--- src/rtl/heartbeat_monitor.sv ---
// heartbeat_monitor: receiver-side checker for a 1-cycle heartbeat pulse every 2^N clk cycles.
// Latency: period/error pulses/locked update 1 cycle after the rise is sampled (+2 with sync).
// Backpressure: none; the input is a free-running pulse and every output is a status/event.
//
// Ports:
//   clk, nreset        clock, asynchronous active-low reset
//   hb                 heartbeat pulse input (rising edge = one pulse)
//   clr_err            synchronous clear of err_count (wins over an increment)
//   locked             high while the interval has been in-window LOCK_CNT times in a row
//   err_early          1-cycle pulse: interval shorter than 2^N-TOL
//   err_late           1-cycle pulse: no pulse within 2^N+TOL cycles
//   err_count          saturating count of early+late errors
//   period             last measured interval in cycles (saturates at 2^(N+2)-1)
//
// Optional feature macro: HEARTBEAT_MONITOR_SYNC_EN
//   Defined:   hb passes a two-flop synchronizer (may be asynchronous to clk, +2 cycles latency).
//   Undefined: hb is sampled directly and must be synchronous to clk.
module heartbeat_monitor #(
  parameter int N        = 8,
  parameter int TOL      = 2,
  parameter int LOCK_CNT = 4,
  parameter int ERRW     = 8
) (
  input  logic            clk,
  input  logic            nreset,
  input  logic            hb,
  input  logic            clr_err,
  output logic            locked,
  output logic            err_early,
  output logic            err_late,
  output logic [ERRW-1:0] err_count,
  output logic [N+1:0]    period
);

  localparam int CW = N + 2;
  localparam int GW = (LOCK_CNT < 2) ? 1 : $clog2(LOCK_CNT + 1);
  localparam logic [CW-1:0] LO      = CW'((1 << N) - TOL);
  localparam logic [CW-1:0] HI      = CW'((1 << N) + TOL);
  localparam logic [CW-1:0] HI_M1   = CW'((1 << N) + TOL - 1);
  localparam logic [GW-1:0] LOCK_V  = GW'(LOCK_CNT);

  typedef enum logic [1:0] {
    IDLE    = 2'd0,
    ACQUIRE = 2'd1,
    LOCKED  = 2'd2,
    LOST    = 2'd3
  } state_t;

  state_t        state_q, state_d;
  logic [GW-1:0] good_q, good_d, good_inc;
  logic [CW-1:0] cnt;
  logic [CW-1:0] measured;
  logic          hb_s, hb_q;
  logic          rise, timeout, in_win, is_early;
  logic          early_d, late_d;

  // ---------------------------------------------------------------- input sampling
`ifdef HEARTBEAT_MONITOR_SYNC_EN
  logic [1:0] sync_q;

  always_ff @(posedge clk or negedge nreset) begin
    if (!nreset) begin
      sync_q <= 2'b00;
    end else begin
      sync_q <= {sync_q[0], hb};
    end
  end

  assign hb_s = sync_q[1];
`else
  assign hb_s = hb;
`endif

  always_ff @(posedge clk or negedge nreset) begin
    if (!nreset) begin
      hb_q <= 1'b0;
    end else begin
      hb_q <= hb_s;
    end
  end

  // A held-high hb produces a single rise.
  assign rise = hb_s & ~hb_q;

  // ---------------------------------------------------------------- interval counter
  // cnt holds (cycles since last rise) - 1, so cnt+1 at the next rise is the interval.
  assign measured = (&cnt) ? cnt : cnt + CW'(1);

  always_ff @(posedge clk or negedge nreset) begin
    if (!nreset) begin
      cnt    <= '0;
      period <= '0;
    end else if (rise) begin
      cnt    <= '0;
      period <= measured;
    end else if (!(&cnt)) begin
      cnt    <= cnt + CW'(1);
    end
  end

  // cnt passes HI-1 once per gap, so the timeout cannot repeat within one gap.
  assign timeout  = (cnt == HI_M1) && !rise;
  assign in_win   = (measured >= LO) && (measured <= HI);
  assign is_early = (measured < LO);
  assign good_inc = good_q + GW'(1);

  // ---------------------------------------------------------------- FSM
  always_ff @(posedge clk or negedge nreset) begin
    if (!nreset) begin
      state_q   <= IDLE;
      good_q    <= '0;
      err_early <= 1'b0;
      err_late  <= 1'b0;
    end else begin
      state_q   <= state_d;
      good_q    <= good_d;
      err_early <= early_d;
      err_late  <= late_d;
    end
  end

  always_comb begin
    state_d = state_q;
    good_d  = good_q;
    early_d = 1'b0;
    late_d  = 1'b0;
    case (state_q)
      IDLE, LOST: begin
        // First pulse after reset or loss only starts a measurement.
        if (rise) begin
          state_d = ACQUIRE;
          good_d  = '0;
        end
      end
      ACQUIRE: begin
        if (rise) begin
          if (in_win) begin
            good_d = good_inc;
            if (good_inc == LOCK_V) begin
              state_d = LOCKED;
            end
          end else if (is_early) begin
            early_d = 1'b1;
            good_d  = '0;
          end else begin
            // Stale pulse: the timeout already reported this gap.
            good_d = '0;
          end
        end else if (timeout) begin
          late_d  = 1'b1;
          state_d = LOST;
        end
      end
      LOCKED: begin
        if (rise) begin
          if (is_early) begin
            early_d = 1'b1;
            good_d  = '0;
            state_d = ACQUIRE;
          end
        end else if (timeout) begin
          late_d  = 1'b1;
          state_d = LOST;
        end
      end
      default: begin
        state_d = IDLE;
        good_d  = '0;
      end
    endcase
  end

  assign locked = (state_q == LOCKED);

  // ---------------------------------------------------------------- error counter
  // Counts on the same edge that raises the error pulse; early and late are exclusive.
  always_ff @(posedge clk or negedge nreset) begin
    if (!nreset) begin
      err_count <= '0;
    end else if (clr_err) begin
      err_count <= '0;
    end else if ((early_d || late_d) && !(&err_count)) begin
      err_count <= err_count + ERRW'(1);
    end
  end

endmodule

--- config.mk ---
export PLATFORM = sky130hd
export DESIGN_NAME = heartbeat_monitor
export DESIGN_NICKNAME = d
export VERILOG_FILES = /design/src/rtl/heartbeat_monitor.sv
export SDC_FILE = /design/constraint.sdc
export NUM_CORES = 1
export LEC_CHECK = 0
export ABC_CLOCK_PERIOD_IN_PS = 2600
export CAP_MARGIN = 20
export CORE_AREA = 4 4 67 69
export DETAILED_ROUTE_END_ITERATION = 6
export DIE_AREA = 0 0 71 73
export PLACE_DENSITY = 0.85
export SYNTH_ARGS = -nofsm -noshare
export SYNTH_HDL_FRONTEND = slang
export SYNTH_SLANG_ARGS = --single-unit
--- constraint.sdc ---
create_clock -name clk -period 2.6 [get_ports clk]
set_input_delay 0.52 -clock clk [delete_from_list [all_inputs] [get_ports clk]]
set_output_delay 0.52 -clock clk [all_outputs]
set_load 0.05 [all_outputs]
=== After elaboration in Yosys (flattened, before gate mapping) ===
Index checks and enable logic that the tools add are counted.

* Output and inout bits: 21
* Word-level logic and storage cells: 68
* Input bits: 4
* Register bits after elaboration: 36

* $add $sub $neg: 3
* Order comparisons: 3
* Multiplexer cells: 26
* Bitwise logic cells: 2
* Equal/unequal tests: 12
* Reductions and logical operators: 14

{| class="wikitable"
|+ Operators with widths
! cell !! count
|-
| two-way mux 10 bit || 2
|-
| two-way mux 8 bit || 2
|-
| two-way mux 3 bit || 5
|-
| two-way mux 2 bit || 7
|-
| adder 10 x 1 -> 10 bit, second input constant || 1
|-
| == test 10 x 9 -> 1 bit, second input constant || 1
|-
| >= comparator 10 x 8 -> 1 bit, second input constant || 1
|-
| less-or-equal comparator 10 x 9 -> 1 bit, second input constant || 1
|-
| less-than comparator 10 x 8 -> 1 bit, second input constant || 1
|-
| AND reduction 10 bit || 1
|-
| case mux 3 bit (3 select lines) || 1
|-
| adder 8 x 1 -> 8 bit, second input constant || 1
|-
| AND reduction 4 bit || 2
|-
| AND reduction 8 bit || 1
|-
| two-way mux 1 bit || 7
|-
| inequality test 3 bit, second input constant || 2
|-
| case mux 2 bit (3 select lines) || 1
|-
| == test 2 bit, second input constant || 2
|-
| inequality test 2 x 1 -> 1 bit, second input constant || 2
|-
| inequality test 2 bit, second input constant || 2
|-
| OR reduction 2 bit || 2
|-
| adder 3 x 1 -> 3 bit, second input constant || 1
|-
| == test 3 bit, second input constant || 1
|-
| logical AND 1 bit || 3
|-
| other kinds (9) || 10
|}

=== Longest topological paths before layout ===
* Depth after elaboration: 11
* Depth in mapped cells: 10
* Depth with buffers taken out: 9

=== Worst setup path after synthesis ===
Ideal clock, no wire load.

* Path type: register -> register
* Start: register cnt[0]
* End: register err_count[1]
* Setup time: 0.128 ns
* Clock period less this slack: 2.314 ns
* Data required time: 2.472 ns
* Arrival: 2.186 ns
* Path slack: 0.286 ns
* Stages on the path, launching flop included: 10
* Path buffers: 2
* Path through: dfrtp_1 buf_4 nand4_4 or3_1 a221o_1 and4bb_4 o31ai_4 buf_6 mux2i_1 nor2_1

* Word-level cells in the longest chain between the ends: 10
* Elaborated cells between the ends (all ways): 20
* Classes of those cells: add/sub (1); order compare (3); eq/ne (1); mux (9); reduce/logical (6)

{| class="wikitable"
|+ RTL lines
! what !! RTL line !! RTL
|-
| start, declared || 51 || <nowiki>logic [CW-1:0] cnt;</nowiki>
|-
| start signal, assigned || 97 || <nowiki>cnt <= cnt + CW'(1);</nowiki>
|-
| adder 10 x 1 -> 10 bit or AND reduction 10 bit (tied branches) || 87 || <nowiki>assign measured = (&cnt) ? cnt : cnt + CW'(1);</nowiki>
|-
| two-way mux 10 bit || - ||
|-
| less-than comparator 10 x 8 -> 1 bit (tied with other cells) || 104 || <nowiki>assign is_early = (measured < LO);</nowiki>
|-
| two-way mux 1 bit or logical AND 1 bit (tied branches) || 142, 156, 103 ||
|-
| two-way mux 1 bit || 137 || <nowiki>if (in_win) begin</nowiki>
|-
| two-way mux 1 bit || 136 || <nowiki>if (rise) begin</nowiki>
|-
| case mux 1 bit (2 select lines) || 127 || <nowiki>case (state_q)</nowiki>
|-
| logical OR 1 bit * || 182 || <nowiki>end else if ((early_d || late_d) && !(&err_count)) begin</nowiki>
|-
| logical AND 1 bit * || 182 ||
|-
| nonzero test 2 bit (no source line) * || - ||
|-
| end signal, assigned || 183 || <nowiki>err_count <= err_count + ERRW'(1);</nowiki>
|-
| end, declared || 31 || <nowiki>output logic [ERRW-1:0] err_count,</nowiki>
|}

Mark *: on every way between the ends. The rest lies on a longest branch, timed or not.
A chain may end at the register's enable or synchronous reset.

=== Worst setup path after layout ===
* Start: register cnt[1]
* End: register err_count[1]

The elaborated chain is that of the path after synthesis.

==> run summary <==
* 4.877 mm — total detailed-routing wirelength
* 1.118 nW — leakage component of the power
* 5.234% — fraction of met3 tracks used by global routing
* 0 — PostCTS Resize Cnt
* 0.0009309 V — Worst VDD drop
* 23 — Cell Rows
* flip-flop to flip-flop — kind of path behind the tightest hold check
* 1908 — via count of the first global-routing pass
* 37 — maximum number of pins on one net before global-route repair
* 0 — Post-CTS Setup Repair Bufs
* period[0] — startpoint of the most critical hold path
* 0.002097 mm^2 — area of the mapped netlist
* 131 — drt first-iter violations
* 70 ps — clock-pin slew reported for the worst setup and hold paths after clock tree synthesis
* 42.96% — sequential share of the synthesized area
* false — unrepaired setup endpoints after global routing
* 15.36% — fraction of final layout cells with drive strength greater than 1
* sky130_fd_sc_hd__dfrtp_1 — slowest cell on the critical path
* 400.7 MHz — fmax
* 0 — total of warnings raised by yosys
* 73 um — Vert. Die Dim
* 0 — remaining number of nets flagged by the antenna check after routing
* 11.99 ps — Final Skew
* done — TritonCTS clock tree
* 0 — Antenna Cells
* 9 — peak fanout along the critical path
* 10 — cells on worst reg2reg path
* 2495 ps — crit path time final
* period[0] — endpoint of the worst hold-timing path
* 24 — number of input and output port buffers inserted
* 290 ps — Worst-Skew Late Latency
* 65.72% — Max-Slew Margin vs Limit
* 25 — # IOs
* 0 — DRC violations left
* 0 — initial antenna violation count
* 317 — fin cells
* 0 — number of max-cap violations
* cnt[1] — critical register-to-register path startpoint
* 0.8881 — placer's final routability congestion estimate
* 36.25% — met2 layer usage reported by global route
* 100 ps — flop2flop setup slack
* 53.58% — initial standard-cell utilization of the core
* err_count[1] — FF-to-FF End
* 53 — number of distinct standard cells referenced by the synthesized netlist
* 71 um — Horiz. Die Dim
* 5 — clock buffer count from CTS
* 239 — Synth Net Count
* 350 — fillcell total
* 2660 ps — data arrival time at the worst-slack endpoint
* 228 — cell count after synthesis
* flip-flop — sort of element at the start of the critical path
* 0 — # setup viols final
* 745.6 mW/mm^2 — total power divided by cell area
* 1864 — DR vias
* 20.60% — Global Route Usage Sum
* 36 — flops & latches, synth
* 2 — depth of the worst hold-timing path
* 0 — Final Slew Violations
* sky130_fd_sc_hd__buf_4 — Crit path top cell by count
* 0 ps — sum of negative setup slack
* 512.6 ps — measured slew at the worst slew-check pin
* 2 — Max Buffers Root-to-Sink
* 310 — count of placed standard cells including taps
* 2760 ps — required time of the worst setup path
* 2 — total number of H-tree levels
* 278 — total number of nets in the final design
* 4 — drt first pass iters
* 1.939 mW — Final Total Pwr
* 9.197 um^2 — mean post-synth cell area
* 5.880 — number of vias per cell
* 0.003914 mm^2 — Core ar.
* 36 — sinks on the clock net
* 0.001114 mm^2 — multi-input combinational cell area
* 900.9 um^2 — register cell area after layout
* 23.39% — met1 usage in global routing
* 0 — aggregate global routing overflow
* 370 ps — max incr delay on CP
* 3.598 mm — placed wire-length estimate after detailed placement
* 100.0% — asr flop ratio synth
* met2 — layer carrying the most global-route usage
* 15.38 um — Avg WL per Cell
* 0.005183 mm^2 — die area
* flip-flop — type of destination of the critical path
* 0 — final count of hold timing violations
* sky130_fd_sc_hd__dfrtp_1 — most used flip-flop cell after synthesis
* 0 — CTS Hold Buffers Added
* 24.05% — area growth from synthesis to layout
* ha_2 > buf_4 > and3_2 > nand2b_1 > a21oi_1 > and4bb_4 > o31ai_4 > buf_4 > mux2i_1 > nor2_1 — cells along the critical path
* 8.376 mm — wire length of the first global-routing pass
* 95.98% — Final period util
* 0 — number of enable flip-flop cells after synthesis
* sky130_fd_sc_hd__clkbuf_8 — CTS root buf
* finished clean — run status
* flip-flop to flip-flop — crit path kind
## cell type report
cell class                      count  share of cell area, %
Tap cell                           50                  2.405
Sequential cell                    36                  34.63
Timing Repair Buffer               45                  15.30
Clock buffer                        7                  3.704
Inverter                            8                  1.154
Multi-Input combinational cell    171                  42.81
## metrics by stage
step	area (um^2)	hold WS (ps)	setup slack, ps	util (%)
detailed placement	2485	473.6	77.05	63.49
CTS	2581	492.9	38.92	65.95
global route	2601	528.9	11.43	66.46
global placement	2485	467.4	155.5	63.49
finish	2601	490.2	104.5	66.46
floorplan	2097	224.4	285.6	-
## critical path, delay by kind of cell, from the launching register on
kind	cells	cell delay, ps
adders and majority gates	1	220
DFF	1	370
buffers and inverters	2	350
and+or+nand+nor	4	690
AOI/OAI and AO/OA	2	540
muxes	1	190
## Yosys cell counts, types with 4 or more instances
master / number / share of area (%)
sky130_fd_sc_hd__dfrtp_1: 36 / 43
sky130_fd_sc_hd__nand2_1: 29 / 5.2
sky130_fd_sc_hd__nor2_1: 23 / 4.1
sky130_fd_sc_hd__a21oi_1: 15 / 3.6
sky130_fd_sc_hd__o21ai_0: 14 / 3.3
sky130_fd_sc_hd__inv_1: 8 / 1.4
sky130_fd_sc_hd__ha_1: 7 / 4.2
sky130_fd_sc_hd__clkbuf_1: 6 / 1.1
sky130_fd_sc_hd__a31oi_1: 5 / 1.5
sky130_fd_sc_hd__nand2b_1: 5 / 1.5
sky130_fd_sc_hd__nand3_1: 5 / 1.2
sky130_fd_sc_hd__or3_1: 5 / 1.5
sky130_fd_sc_hd__buf_4: 4 / 1.4
sky130_fd_sc_hd__mux2i_1: 4 / 1.9
sky130_fd_sc_hd__o21ai_1: 4 / 0.95
sky130_fd_sc_hd__xor2_1: 4 / 1.7
## worst max path at each step
stage,startpoint,to,cells past startpoint
after floorplan,cnt[0],err_count[1],9
final,cnt[1],err_count[1],10
after global routing,cnt[1],err_count[7],10
after global placement,cnt[1],err_count[7],10
after CTS,cnt[1],err_count[1],10
after detailed placement,cnt[1],err_count[1],10
## power by group
| group | switching (mW) | leakage, nW | internal, mW |
|---|---|---|---|
| sequential | 0.0641 | 0.486 | 0.633 |
| combinational | 0.497 | 0.582 | 0.314 |
| clock | 0.195 | 0.0503 | 0.236 |
## placed cells by master (no fill, tap or decap), types with 2 or more instances in the layout
cell	n
sky130_fd_sc_hd__o2111a_1	2
sky130_fd_sc_hd__buf_4	21
sky130_fd_sc_hd__and2_1	2
sky130_fd_sc_hd__o31ai_1	3
sky130_fd_sc_hd__or4_1	2
sky130_fd_sc_hd__nand2_1	29
sky130_fd_sc_hd__ha_1	6
sky130_fd_sc_hd__o21ai_0	14
sky130_fd_sc_hd__nor3_2	2
sky130_fd_sc_hd__nor2_1	23
sky130_fd_sc_hd__o21ai_1	4
sky130_fd_sc_hd__dfrtp_1	36
sky130_fd_sc_hd__nor4_1	2
sky130_fd_sc_hd__a31oi_1	5
sky130_fd_sc_hd__a41oi_1	2
sky130_fd_sc_hd__mux2i_1	4
sky130_fd_sc_hd__nand2b_1	5
sky130_fd_sc_hd__nand3_1	5
sky130_fd_sc_hd__nor2b_1	3
sky130_fd_sc_hd__a32oi_1	2
sky130_fd_sc_hd__or3_1	5
sky130_fd_sc_hd__clkbuf_8	7
sky130_fd_sc_hd__xor2_1	4
sky130_fd_sc_hd__clkdlybuf4s50_1	24
sky130_fd_sc_hd__inv_1	8
sky130_fd_sc_hd__nor3_1	3
sky130_fd_sc_hd__a21oi_1	14
sky130_fd_sc_hd__o211ai_1	3
## state kept, by name, summed over array words and instances (netlist names)
| name | cells |
|---|---|
| good_q | 3 |
| err_count | 8 |
| cnt | 10 |
| err_late | 1 |
| state_q | 2 |
| period | 10 |
| err_early | 1 |
| hb_q | 1 |
## cell families after synthesis
group           after synthesis  share of synthesized area, %
simple gates                 94                         24.76
compound gates               62                         19.63
buf+inv                      21                         4.892
mux                           4                         1.909
fa+ha+maj                     7                         4.176
xor+xnor                      4                         1.670
flops                        36                         42.96
## routing by layer
layer  share of wire, %  vias up  wire length, um
met3                5.8       10              284
met1                 43      892             2104
li1                   -      897                -
met5                  0        -                0
met4                2.5        0              121
met2                 49       65             2367
Power figures use the tool's default switching activity.
